$ cat src/rtl/vgc_timing_if.sv
// Raster timing bundle from vgc_timing to the VGC fetch stage and video output path.
interface vgc_timing_if;
  logic       ce_pix;
  logic [9:0] H;
  logic [8:0] V;
  logic       hsync_n;
  logic       vsync_n;
  logic       hblank;
  logic       vblank;
  logic       de;
  logic       line_start;
  logic       frame_start;
  logic       vbl_start;

  // Timing generator drives every signal.
  modport master (
    output ce_pix, H, V, hsync_n, vsync_n, hblank, vblank, de,
           line_start, frame_start, vbl_start
  );

  // Consumers only observe.
  modport slave (
    input ce_pix, H, V, hsync_n, vsync_n, hblank, vblank, de,
          line_start, frame_start, vbl_start
  );
endinterface

$ cat src/rtl/vgc_timing.sv
// Raster timing generator: pixel clock enable, H/V position, sync, blank,
// data-enable and line/frame/vblank event strobes. Every output is
// registered on the same edge as H/V, so it always describes the H/V value
// shown alongside it. The raster is free-running; there is no handshake.
module vgc_timing #(
  parameter int CE_DIV       = 4,
  parameter int H_TOTAL      = 928,
  parameter int H_ACT_START  = 32,
  parameter int H_ACT_END    = 672,
  parameter int H_SYNC_START = 720,
  parameter int H_SYNC_END   = 788,
  parameter int V_TOTAL      = 262,
  parameter int V_ACT_START  = 16,
  parameter int V_ACT_END    = 208,
  parameter int V_SYNC_START = 230,
  parameter int V_SYNC_END   = 233
) (
  input  logic        clk_vid,
  input  logic        reset,
  vgc_timing_if.master vo
);

  localparam logic [3:0] DIV_LAST = 4'(CE_DIV - 1);
  localparam logic [9:0] H_LAST   = 10'(H_TOTAL - 1);
  localparam logic [9:0] H_AS     = 10'(H_ACT_START);
  localparam logic [9:0] H_AE     = 10'(H_ACT_END);
  localparam logic [9:0] H_SS     = 10'(H_SYNC_START);
  localparam logic [9:0] H_SE     = 10'(H_SYNC_END);
  localparam logic [8:0] V_LAST   = 9'(V_TOTAL - 1);
  localparam logic [8:0] V_AS     = 9'(V_ACT_START);
  localparam logic [8:0] V_AE     = 9'(V_ACT_END);
  localparam logic [8:0] V_SS     = 9'(V_SYNC_START);
  localparam logic [8:0] V_SE     = 9'(V_SYNC_END);

  logic [3:0] div;
  logic       tick;
  logic       h_wrap;
  logic       v_wrap;
  logic [9:0] h_next;
  logic [8:0] v_next;
  logic       hblank_next;
  logic       vblank_next;

  // The divider terminal count is the pixel edge: ce_pix rises and H/V step together.
  assign tick = (div == DIV_LAST);

  // Divider counts 0..CE_DIV-1 and wraps.
  always_ff @(posedge clk_vid) begin
    if (reset) div <= 4'd0;
    else       div <= tick ? 4'd0 : div + 4'd1;
  end

  // Next raster position and the decodes of it, so registered outputs align with H/V.
  always_comb begin
    h_wrap      = (vo.H == H_LAST);
    v_wrap      = (vo.V == V_LAST);
    h_next      = h_wrap ? 10'd0 : vo.H + 10'd1;
    v_next      = vo.V;
    if (h_wrap) v_next = v_wrap ? 9'd0 : vo.V + 9'd1;
    hblank_next = !((h_next >= H_AS) && (h_next < H_AE));
    vblank_next = !((v_next >= V_AS) && (v_next < V_AE));
  end

  // Position, decodes and strobes update on pixel edges and hold otherwise.
  always_ff @(posedge clk_vid) begin
    if (reset) begin
      vo.ce_pix      <= 1'b0;
      vo.H           <= 10'd0;
      vo.V           <= 9'd0;
      vo.hsync_n     <= 1'b1;
      vo.vsync_n     <= 1'b1;
      vo.hblank      <= 1'b1;
      vo.vblank      <= 1'b1;
      vo.de          <= 1'b0;
      vo.line_start  <= 1'b0;
      vo.frame_start <= 1'b0;
      vo.vbl_start   <= 1'b0;
    end else begin
      vo.ce_pix      <= tick;
      vo.line_start  <= 1'b0;
      vo.frame_start <= 1'b0;
      vo.vbl_start   <= 1'b0;
      if (tick) begin
        vo.H           <= h_next;
        vo.V           <= v_next;
        vo.hsync_n     <= !((h_next >= H_SS) && (h_next < H_SE));
        vo.vsync_n     <= !((v_next >= V_SS) && (v_next < V_SE));
        vo.hblank      <= hblank_next;
        vo.vblank      <= vblank_next;
        vo.de          <= !hblank_next && !vblank_next;
        vo.line_start  <= h_wrap;
        vo.frame_start <= h_wrap && v_wrap;
        vo.vbl_start   <= h_wrap && (v_next == V_AE);
      end
    end
  end

endmodule

$ cat src/flat_wrapper.sv
// flat-port wrapper written by rule: the top's interface ports become plain ports
module vgc_timing_flat 
#(
  parameter int CE_DIV       = 4,
  parameter int H_TOTAL      = 928,
  parameter int H_ACT_START  = 32,
  parameter int H_ACT_END    = 672,
  parameter int H_SYNC_START = 720,
  parameter int H_SYNC_END   = 788,
  parameter int V_TOTAL      = 262,
  parameter int V_ACT_START  = 16,
  parameter int V_ACT_END    = 208,
  parameter int V_SYNC_START = 230,
  parameter int V_SYNC_END   = 233
)
  (clk_vid, reset, vo_ce_pix, vo_H, vo_V, vo_hsync_n, vo_vsync_n, vo_hblank, vo_vblank, vo_de, vo_line_start, vo_frame_start, vo_vbl_start);
  vgc_timing_if vo_i ();
  input  logic clk_vid;
  input  logic reset;
  output wire logic [$bits(vo_i.ce_pix)-1:0] vo_ce_pix;
  output wire logic [$bits(vo_i.H)-1:0] vo_H;
  output wire logic [$bits(vo_i.V)-1:0] vo_V;
  output wire logic [$bits(vo_i.hsync_n)-1:0] vo_hsync_n;
  output wire logic [$bits(vo_i.vsync_n)-1:0] vo_vsync_n;
  output wire logic [$bits(vo_i.hblank)-1:0] vo_hblank;
  output wire logic [$bits(vo_i.vblank)-1:0] vo_vblank;
  output wire logic [$bits(vo_i.de)-1:0] vo_de;
  output wire logic [$bits(vo_i.line_start)-1:0] vo_line_start;
  output wire logic [$bits(vo_i.frame_start)-1:0] vo_frame_start;
  output wire logic [$bits(vo_i.vbl_start)-1:0] vo_vbl_start;
  assign vo_ce_pix = vo_i.ce_pix;
  assign vo_H = vo_i.H;
  assign vo_V = vo_i.V;
  assign vo_hsync_n = vo_i.hsync_n;
  assign vo_vsync_n = vo_i.vsync_n;
  assign vo_hblank = vo_i.hblank;
  assign vo_vblank = vo_i.vblank;
  assign vo_de = vo_i.de;
  assign vo_line_start = vo_i.line_start;
  assign vo_frame_start = vo_i.frame_start;
  assign vo_vbl_start = vo_i.vbl_start;
  vgc_timing #(.CE_DIV(CE_DIV), .H_TOTAL(H_TOTAL), .H_ACT_START(H_ACT_START), .H_ACT_END(H_ACT_END), .H_SYNC_START(H_SYNC_START), .H_SYNC_END(H_SYNC_END), .V_TOTAL(V_TOTAL), .V_ACT_START(V_ACT_START), .V_ACT_END(V_ACT_END), .V_SYNC_START(V_SYNC_START), .V_SYNC_END(V_SYNC_END)) u_core (.clk_vid(clk_vid), .reset(reset), .vo(vo_i));
endmodule
$ cat config.mk
export PLATFORM = sky130hd
export DESIGN_NAME = vgc_timing_flat
export DESIGN_NICKNAME = d
export VERILOG_FILES = /design/src/rtl/vgc_timing_if.sv /design/src/rtl/vgc_timing.sv /design/src/flat_wrapper.sv
export SDC_FILE = /design/constraint.sdc
export NUM_CORES = 1
export LEC_CHECK = 0
export ABC_CLOCK_PERIOD_IN_PS = 2200
export CORE_ASPECT_RATIO = 1.5
export CORE_MARGIN = 2
export CORE_UTILIZATION = 48
export CTS_CLUSTER_SIZE = 10
export DETAILED_ROUTE_END_ITERATION = 7
export GPL_ROUTABILITY_DRIVEN = 0
export PLACE_DENSITY = 0.85
export SETUP_SLACK_MARGIN = 0.3
export SLEW_MARGIN = 20
export SYNTH_ARGS = -nofsm -noshare
export SYNTH_HDL_FRONTEND = slang
export SYNTH_SLANG_ARGS = --single-unit
export TNS_END_PERCENT = 30
$ cat constraint.sdc
create_clock -name clk_vid -period 2.2 [get_ports clk_vid]
set_input_delay 0.44 -clock clk_vid [delete_from_list [all_inputs] [get_ports clk_vid]]
set_output_delay 0.44 -clock clk_vid [all_outputs]
set_load 0.005 [all_outputs]
==> flow_metrics.py, run 1 <==
metrics = {
    "die": {
        "initial_utilization_pct": 50.0,
        "design.portCount": 30,
        "die_width_um": 56.2,
        "chipHeight_um": 82.3,
        "die_area_um2": 4620,
        "design.core.area_um2": 3920,
        "fp-row-count": 28,
    },
    "synth": {
        "syn_nets": 260,
        "synth_cells": 253,
        "netlist-cell-type-count": 51,
        "ys_seq_area_share_pct": 32.7,
        "yosysWarnings": 0,
        "netlist_area_um2": 1960,
        "synth_flop_cell": "dfxtp_1",
        "synth_enable_flop_cells": 0,
        "synthArstFlopShare_pct": 0,
        "synth.ff_latch_count": 32,
        "syn_area_per_cell_um2": 7.75,
    },
    "sta": {
        "fin_tns_setup_ps": 0,
        "unrepaired_setup_endpoints_after_global_routing": "true",
        "timing.final.setup_violations": 0,
        "drv_slew": 0,
        "fraction_of_the_cycle_the_final_worst_path_needs_pct": 93.6,
        "timing.fmax_mhz": 486,
        "tightestPinTransition_ps": 370,
        "setup_slack_ps": 141,
        "max_slew_margin_pct": 74.7,
        "fin_crit_ps": 2060,
        "clock_skew_ps": 11.7,
        "finalHoldViolations": 0,
    },
    "global_route": {
        "first_global_vias": 2250,
        "track_usage_pct": 27.9,
        "grt_overflow": 0,
        "global_route_wire_length_before_repair_um": 10000,
        "grt_start_max_net_pins": 27,
        "initial_antenna_violation_count": 0,
    },
    "route": {
        "1st_iter_drt_viols": 153,
        "final_antenna_net_count": 0,
        "avgRoutedWirePerCell_um": 18.9,
        "vias": 2264,
        "totalWireLength_um": 6700,
        "detail_route.vias_per_cell": 6.40,
        "drtPass1Iterations": 4,
        "remaining_drc_errors": 0,
    },
    "final_layout": {
        "most-common-layout-cells": "buf_4 (36), clkdlybuf4s50_1 (29), nor2_1 (24)",
        "n_fill_cell": 281,
        "design.final.nets": 315,
        "final_layout_size_suffix_gt1_share_pct": 29.4,
        "antenna-diode-count": 0,
        "multi_input_comb_area_um2": 1400,
        "seq_cell_area_um2": 663,
        "most_frequent_standard_cell_in_the_layout_excluding_fill_and_tap_cells": "buf_4",
        "areaGrowthSynthToFinish_pct": 45.1,
    },
    "worst_setup_path": {
        "timing.critical_path.fanout_max": 4,
        "cp.required_ps": 2390,
        "worst_r2r_path_depth": 8,
        "crit_cells": 8,
        "highest_cell_delay_on_the_worst_timing_path_ps": 320,
        "cp-start-kind": "register",
        "critPathMostFrequentCell": "buf_6",
        "critical_path_arrival_ps": 2250,
        "crit_chain": "buf_6, nand4b_1, nor4_4, buf_6, and4_2, o22a_1, o21ai_1, a32o_1",
        "critical_setup_path_class": "reg2reg",
        "timing.critical_path.slowest_stage_cell": "dfxtp_2",
        "worstPathBufferInverterCount": 2,
        "timing.critical_path.to_type": "register",
        "crit_family": "simple AND/OR/NAND/NOR gates",
    },
    "clock_tree": {
        "clk_latency_ps": 290,
        "clock-root-buffer": "clkbuf_8",
        "cts_tree": "built",
        "cts_buffer_count": 5,
        "holdBufCountCts": 0,
        "htree_levels": 2,
        "clock_sink_count": 32,
        "cts_buffer_depth": 2,
        "worst_setup_hold_path_clk_slew_ps": 70,
    },
    "hold_path": {
        "hold_path_depth": 1,
        "min-delay-path-class": "reg2reg",
    },
    "placed_design": {
        "dp.final_hpwl_um": 4070,
        "port-buffer-count": 29,
        "preCtsSetupSlack_ps": 48.4,
    },
    "outcome": {
        "run_status": "completed",
    },
    "power_and_ir_drop": {
        "power.leakage_uw": 0.00103,
        "power_density_nw_per_um2": 448,
        "max-vdd-ir-drop_uv": 580,
    },
    "flow_run": {
        "max-cap-violations": 0,
    },
}
-- metal layers --
layer	track usage (%)	vias to the layer above	wire length [um]
li1	-	1033	-
met1	27.2	1059	2370
met2	51.8	121	3500
met3	4.21	51	368
met4	22.9	0	466
met5	0	-	0
-- worst paths after layout --
path                               end                   startpoint  slack, ps
max          u_core.vo.de$_SDFFE_PP0P_  u_core.vo.H[5]$_SDFFE_PP0P_        140
min           u_core.div[0]$_SDFF_PP0_     u_core.div[0]$_SDFF_PP0_        460
max reg2reg  u_core.vo.de$_SDFFE_PP0P_  u_core.vo.H[5]$_SDFFE_PP0P_        140
min reg2reg   u_core.div[0]$_SDFF_PP0_     u_core.div[0]$_SDFF_PP0_        460
-- worst register-to-register path, stage by stage (launching register included) --
cell	delay [ps]
dfxtp_2	320
buf_6	120
nand4b_1	240
nor4_4	320
buf_6	180
and4_2	290
o22a_1	160
o21ai_1	90
a32o_1	250
-- registers in the layout, summed over array words and instances (netlist names) --
name and count:
u_core.div 4, u_core.vo.H 10, u_core.vo.V 9, u_core.vo.ce_pix 1, u_core.vo.de 1, u_core.vo.frame_start 1, u_core.vo.hblank 1, u_core.vo.hsync_n 1
u_core.vo.line_start 1, u_core.vo.vbl_start 1, u_core.vo.vblank 1, u_core.vo.vsync_n 1
-- area by class of cell --
cell class | instances | share of cell area (%)
Clock buffer | 6 | 2.55
Clock inverter | 2 | 1.23
Inverter | 5 | 0.792
Multi-Input combinational cell | 196 | 49.2
Sequential cell | 32 | 23.3
Tap cell | 45 | 1.98
Timing Repair Buffer | 68 | 20.9
-- metrics by stage --
step | instance area (um2) | power (uW) | utilization [%] | instances | hold WS [ps]
after global routing | 2840 | 1310 | 72.5 | 354 | 486
after global placement | 2420 | 708 | 61.8 | 333 | 448
after detailed placement | 2420 | 711 | 61.8 | 333 | 461
final | 2840 | 1280 | 72.5 | 354 | 463
after CTS | 2780 | 1270 | 70.9 | 354 | 471
after floorplan | 1980 | 669 | - | 253 | 433
-- what timing repair did --
item                                    in CTS  in global routing
pin swaps                                   13                  2
gates resized for setup                     37                 12
setup buffers                               13                  0
endpoints found under the setup margin       9                 12
-- power by group --
part | total (uW) | switching (uW) | internal [uW]
logic | 109 | 62.4 | 47.1
clock network | 560 | 224 | 336
registers | 606 | 14.2 | 591
-- cell families after synthesis --
logic type      synth area share (%)
xor+xnor                        4.91
compound gates                  20.6
simple gates                    32.7
flops                           32.7
fa+ha+maj                       3.19
buf+inv                         5.93
-- synth_stat cells, types with 3 or more instances --
master / count / share of area [%]
a31oi_1: 7 / 2.2
clkbuf_1: 11 / 2.1
a211oi_1: 5 / 1.9
nand4_1: 3 / 0.96
nand2_1: 22 / 4.2
nand3_1: 9 / 2.3
dfxtp_1: 32 / 33
and3_1: 3 / 0.96
a21oi_1: 19 / 4.8
nor3_1: 17 / 4.3
or3_1: 5 / 1.6
nor2_1: 24 / 4.6
and4_1: 3 / 1.3
buf_2: 6 / 1.5
o21ai_0: 12 / 3.1
nand3b_1: 3 / 1.1
nand4b_1: 5 / 2.2
xor2_1: 7 / 3.1
nor4_1: 5 / 1.6
o31ai_1: 3 / 1.1
ha_1: 5 / 3.2
inv_1: 5 / 0.96
and2_1: 5 / 1.6
xnor2_1: 4 / 1.8
Power figures use the tool's default switching activity.
==> run 2: changes to the inputs <==
--- a/config.mk
+++ b/config.mk
@@ -7,11 +7,11 @@
 export LEC_CHECK = 0
 export ABC_CLOCK_PERIOD_IN_PS = 2200
 export CORE_ASPECT_RATIO = 1.5
-export CORE_MARGIN = 2
 export CORE_UTILIZATION = 48
 export CTS_CLUSTER_SIZE = 10
 export DETAILED_ROUTE_END_ITERATION = 7
 export GPL_ROUTABILITY_DRIVEN = 0
+export MAX_ROUTING_LAYER = met4
 export PLACE_DENSITY = 0.85
 export SETUP_SLACK_MARGIN = 0.3
 export SLEW_MARGIN = 20
==> run 2 against run 1 <==
Net effect: maximum frequency fell by 0.66%; register-to-register slack barely moved; design area down 4.2%; cell count decreased by 2.0%; flip-flop and latch count unchanged; utilization is 3.1 points lower.
==> flow_metrics.py, run 2 (synthesis gave the netlist of run 1 again) <==
metrics = {
    "route": {
        "vias": 2194,
        "1st_iter_drt_viols": 162,
        "totalWireLength_um": 6090,
        "detail_route.vias_per_cell": 6.32,
        "remaining_drc_errors": 0,
        "avgRoutedWirePerCell_um": 17.6,
        "final_antenna_net_count": 0,
        "drtPass1Iterations": 5,
    },
    "worst_setup_path": {
        "timing.critical_path.slowest_stage_cell": "nor4_4",
        "critical_setup_path_class": "reg2reg",
        "r2r-start": "u_core.vo.H[5]$_SDFFE_PP0P_",
        "timing.critical_path.to_type": "register",
        "crit_path_launch": "u_core.vo.H[5]$_SDFFE_PP0P_",
        "worst_r2r_path_depth": 8,
        "worstPathBufferInverterCount": 2,
        "cp-start-kind": "register",
        "cp.required_ps": 2380,
        "crit_cells": 8,
        "timing.critical_path.to": "u_core.vo.de$_SDFFE_PP0P_",
        "crit_chain": "buf_6, nand4b_1, nor4_4, buf_4, xor2_4, o22a_1, o21ai_0, a32o_1",
        "highest_cell_delay_on_the_worst_timing_path_ps": 340,
        "critical_path_arrival_ps": 2250,
        "reg2reg_setup_slack_ps": 130,
        "timing.critical_path.fanout_max": 4,
        "crit_family": "simple AND/OR/NAND/NOR gates",
        "r2r-end": "u_core.vo.de$_SDFFE_PP0P_",
    },
    "final_layout": {
        "design.final.nets": 308,
        "areaGrowthSynthToFinish_pct": 38.9,
        "n_fill_cell": 288,
        "most_frequent_standard_cell_in_the_layout_excluding_fill_and_tap_cells": "buf_4",
        "largestRegisters": "u_core.vo.H: 10 flops, u_core.vo.V: 9 flops, u_core.div: 4 flops",
        "most-common-layout-cells": "buf_4 (30), clkdlybuf4s50_1 (29), nor2_1 (24)",
        "number_of_flip_flops_under_the_largest_register_name": 10,
        "final_core_utilization_pct": 69.4,
        "most_flop_heavy_register": "u_core.vo.H",
        "finish.instance_area_um2": 2720,
        "post_layout_nonfiller_instances": 347,
        "antenna-diode-count": 0,
        "final_layout_size_suffix_gt1_share_pct": 23.8,
    },
    "global_route": {
        "global_route_wire_length_before_repair_um": 9620,
        "track_usage_pct": 31.4,
        "grt_overflow": 0,
        "grt_start_max_net_pins": 27,
        "initial_antenna_violation_count": 0,
        "first_global_vias": 2045,
    },
    "outcome": {
        "run_status": "completed",
    },
    "sta": {
        "fin_worst_hold_slack_ps": 480,
        "clock_skew_ps": 7.42,
        "timing.fmax_mhz": 482,
        "fin_crit_ps": 2070,
        "fin_tns_setup_ps": 0,
        "finalHoldViolations": 0,
        "drv_slew": 0,
        "unrepaired_setup_endpoints_after_global_routing": "true",
        "timing.final.setup_violations": 0,
        "fraction_of_the_cycle_the_final_worst_path_needs_pct": 94.2,
        "max_slew_margin_pct": 75.8,
        "tightestPinTransition_ps": 353,
    },
    "clock_tree": {
        "holdBufCountCts": 0,
        "clk_latency_ps": 290,
        "cts_buffer_depth": 2,
        "cts_buffer_count": 5,
        "worst_setup_hold_path_clk_slew_ps": 60,
        "htree_levels": 2,
        "cts_tree": "built",
        "clock-root-buffer": "clkbuf_8",
        "clock_sink_count": 32,
    },
    "power_and_ir_drop": {
        "max-vdd-ir-drop_uv": 583,
        "power_density_nw_per_um2": 465,
        "power.leakage_uw": 0.000975,
    },
    "hold_path": {
        "min-delay-path-class": "reg2reg",
    },
    "die": {
        "fp-row-count": 28,
        "design.core.area_um2": 3920,
        "design.portCount": 30,
        "die_width_um": 54.2,
        "chipHeight_um": 80.3,
        "die_area_um2": 4350,
        "initial_utilization_pct": 50.0,
    },
    "placed_design": {
        "post-place-cells": 332,
        "port-buffer-count": 29,
        "placement.cell_area_um2": 2420,
        "dp.final_hpwl_um": 4020,
    },
    "flow_run": {
        "max-cap-violations": 0,
    },
}
==> run 2: layer usage <==
metal  global-route usage [%]  share of wire (%)  up-vias
met5                        -                  0        -
met4                     19.5                4.6        0
li1                         -                  -     1024
met1                     32.1                 35     1032
met3                     5.68                5.8       29
met2                     52.8                 54      109
==> run 2: metrics by stage <==
stage                     setup WS, ps  total power [uW]
final                              127              1270
after global placement             106               707
after CTS                          240              1260
after floorplan                    118               669
after global routing              63.1              1310
after detailed placement          79.1               710
==> run 2: worst min path at each step <==
stage,startpoint,slack (ps),depth (start not counted),to
final,u_core.div[0]$_SDFF_PP0_,480,1,u_core.div[0]$_SDFF_PP0_
after global routing,u_core.div[0]$_SDFF_PP0_,500,1,u_core.div[0]$_SDFF_PP0_
after CTS,u_core.div[0]$_SDFF_PP0_,490,1,u_core.div[0]$_SDFF_PP0_
after detailed placement,u_core.div[0]$_SDFF_PP0_,480,1,u_core.div[0]$_SDFF_PP0_
after global placement,u_core.div[0]$_SDFF_PP0_,440,1,u_core.div[0]$_SDFF_PP0_
after floorplan,u_core.div[0]$_SDFF_PP0_,430,1,u_core.div[0]$_SDFF_PP0_
==> run 2: layout make-up <==
cell class                 count  area (um2)  area share, %
clock buffer                   6        72.6           2.66
clock inverter                 2        35.0           1.29
inverter                       5        18.8          0.689
multi-input combinational    196        1340           49.3
sequential                    32         659           24.2
tap                           45        56.3           2.07
timing repair buffer          61         538           19.8
==> run 2: report_power, final <==
part,total (uW),switching [uW],leakage [uW],internal [uW]
combinational,97.2,55.2,0.000655,42.1
sequential,607,14.9,0.000265,592
clock,564,228,0.0000552,336
==> run 2: repair_timing <==
action,4_1_cts,5_1_grt
buffers inserted,7,0
setup endpoints to repair,10,11
cloned,0,0
resized for setup,30,2
pin swaps,13,2
hold endpoints to repair,0,0
==> run 3: changes to the inputs <==
--- a/config.mk
+++ b/config.mk
@@ -5,14 +5,14 @@
 export SDC_FILE = /design/constraint.sdc
 export NUM_CORES = 1
 export LEC_CHECK = 0
-export ABC_CLOCK_PERIOD_IN_PS = 2200
+export ABC_CLOCK_PERIOD_IN_PS = 2300
 export CORE_ASPECT_RATIO = 1.5
-export CORE_UTILIZATION = 48
+export CORE_UTILIZATION = 54
 export CTS_CLUSTER_SIZE = 10
 export DETAILED_ROUTE_END_ITERATION = 7
 export GPL_ROUTABILITY_DRIVEN = 0
 export MAX_ROUTING_LAYER = met4
-export PLACE_DENSITY = 0.85
+export PLACE_DENSITY = 0.9
 export SETUP_SLACK_MARGIN = 0.3
 export SLEW_MARGIN = 20
 export SYNTH_ARGS = -nofsm -noshare
==> constraint.sdc (replaced) <==
create_clock -name clk_vid -period 2.3 [get_ports clk_vid]
set_input_delay 0.46 -clock clk_vid [delete_from_list [all_inputs] [get_ports clk_vid]]
set_output_delay 0.46 -clock clk_vid [all_outputs]
set_load 0.005 [all_outputs]
==> run 3 against run 2 <==
Net effect: register-to-register slack got worse by 130 ps; clock-buffer cell count is 1 lower; global-route usage decreased by 1.1 points; clock skew increased by 5.0 ps; critical endpoint unchanged.
==> flow_metrics.py, run 3 (synthesis gave the netlist of run 1 again) <==
metrics = {
    "route": {
        "1st_iter_drt_viols": 166,
        "final_antenna_net_count": 0,
        "vias": 2306,
        "detail_route.vias_per_cell": 6.74,
        "remaining_drc_errors": 0,
        "drtPass1Iterations": 5,
        "avgRoutedWirePerCell_um": 19.7,
        "totalWireLength_um": 6750,
    },
    "worst_setup_path": {
        "critical_path_arrival_ps": 2540,
        "cp.required_ps": 2550,
        "timing.critical_path.to_type": "register",
        "cp-start-kind": "register",
        "critical_setup_path_class": "reg2reg",
        "timing.critical_path.fanout_max": 7,
        "worst_r2r_path_depth": 9,
    },
    "placed_design": {
        "port-buffer-count": 29,
        "post-place-cells": 325,
        "dp.final_hpwl_um": 3940,
        "placement.cell_area_um2": 2380,
    },
    "sta": {
        "max_slew_margin_pct": 69.5,
        "fin_crit_ps": 2300,
        "drv_slew": 0,
        "finalHoldViolations": 0,
        "fin_worst_hold_slack_ps": 469,
        "fraction_of_the_cycle_the_final_worst_path_needs_pct": 99.9,
        "timing.fmax_mhz": 435,
        "unrepaired_setup_endpoints_after_global_routing": "true",
        "timing.final.setup_violations": 0,
        "clock_skew_ps": 12.5,
        "tightestPinTransition_ps": 453,
    },
    "die": {
        "design.portCount": 30,
        "die_area_um2": 3880,
        "design.core.area_um2": 3450,
        "chipHeight_um": 75.8,
        "fp-row-count": 26,
        "initial_utilization_pct": 56.9,
        "die_width_um": 51.2,
    },
    "outcome": {
        "run_status": "completed",
    },
    "final_layout": {
        "post_layout_nonfiller_instances": 342,
        "most_flop_heavy_register": "u_core.vo.H",
        "finish.instance_area_um2": 2710,
        "number_of_flip_flops_under_the_largest_register_name": 10,
        "antenna-diode-count": 0,
        "design.final.nets": 306,
        "most_frequent_standard_cell_in_the_layout_excluding_fill_and_tap_cells": "clkdlybuf4s50_1",
        "final_layout_size_suffix_gt1_share_pct": 22.0,
        "largestRegisters": "u_core.vo.H: 10 flops, u_core.vo.V: 9 flops, u_core.div: 4 flops",
        "areaGrowthSynthToFinish_pct": 38.4,
        "most-common-layout-cells": "clkdlybuf4s50_1 (29), buf_4 (27), nor2_1 (24), dfxtp_1 (24), nand2_1 (22)",
    },
    "power_and_ir_drop": {
        "power_density_nw_per_um2": 450,
        "power.leakage_uw": 0.000977,
        "max-vdd-ir-drop_uv": 572,
    },
    "clock_tree": {
        "clock-root-buffer": "clkbuf_8",
        "worst_setup_hold_path_clk_slew_ps": 80,
        "clock_sink_count": 32,
        "htree_levels": 2,
        "cts_buffer_count": 5,
        "cts_tree": "built",
        "cts_buffer_depth": 2,
        "clk_latency_ps": 300,
    },
    "global_route": {
        "first_global_vias": 1946,
        "grt_overflow": 0,
        "track_usage_pct": 30.3,
        "global_route_wire_length_before_repair_um": 8480,
        "grt_start_max_net_pins": 27,
        "initial_antenna_violation_count": 0,
    },
    "flow_run": {
        "max-cap-violations": 0,
    },
    "hold_path": {
        "hold_path_depth": 1,
        "min-delay-path-class": "reg2reg",
    },
}
==> run 3: changes by cell type in the layout (fill, tap and decap cells not counted), sizes merged <==
cell / before / now
buf: 32 / 29
clkbuf: 6 / 5
clkinvlp: 0 / 1
or3: 5 / 6
==> run 3: metrics by stage <==
| step | power [uW] | setup TNS (ps) | utilization [%] | worst slack [ps] |
|---|---|---|---|---|
| after global routing | 1260 | -139 | 78.7 | -93.5 |
| final | 1220 | 0 | 78.7 | 1.57 |
| after floorplan | 640 | 0 | - | 218 |
| after detailed placement | 676 | 0 | 69.1 | 103 |
| after CTS | 1210 | 0 | 72.9 | 167 |
| after global placement | 675 | 0 | 69.1 | 150 |
==> run 3: repair_timing <==
item / CTS / global route
buffers inserted: 0 / 8
pin swaps: 0 / 12
hold buffers: 0 / 0
cloned: 0 / 1
resized for setup: 3 / 28
setup endpoints to repair: 9 / 11
==> run 3: path summary, 6_finish.rpt <==
kind                          startpoint                   endpoint  slack, ps
min reg2reg     u_core.div[0]$_SDFF_PP0_   u_core.div[0]$_SDFF_PP0_        470
min             u_core.div[0]$_SDFF_PP0_   u_core.div[0]$_SDFF_PP0_        470
max reg2reg  u_core.vo.H[0]$_SDFFE_PP0P_  u_core.vo.de$_SDFFE_PP0P_          2
max          u_core.vo.H[0]$_SDFFE_PP0P_  u_core.vo.de$_SDFFE_PP0P_          2
==> run 3: cell type report <==
type                            instances  area (um2)
Multi-Input combinational cell        197        1360
Fill cell                             238         736
Sequential cell                        32         656
Timing Repair Buffer                   58         515
Clock buffer                            5        68.8
Tap cell                               42        52.6
Clock inverter                          3        42.5
Inverter                                5        18.8
==> run 3: worst max-delay path: stages, from the launching register on <==
cell,delay (ps)
dfxtp_4,400
ha_4,190
buf_4,120
nand4b_1,150
nor4_4,310
buf_4,220
xor2_4,230
nor4_2,80
o31ai_2,320
a32o_1,220
==> run 3: power by group <==
group | total [uW] | internal, uW | leakage [uW] | switching [uW]
Sequential | 580 | 565 | 0.000263 | 14.7
Clock | 540 | 320 | 0.0000541 | 220
Combinational | 102 | 43.0 | 0.000659 | 58.5
==> run 3: metal layers <==
metal	vias to the layer above	part of all wire, %	track usage (%)
li1	1021	-	-
met1	1072	35	29.8
met2	160	51	53.8
met3	53	6.8	4.79
met4	0	6.4	21.3
met5	-	0	-
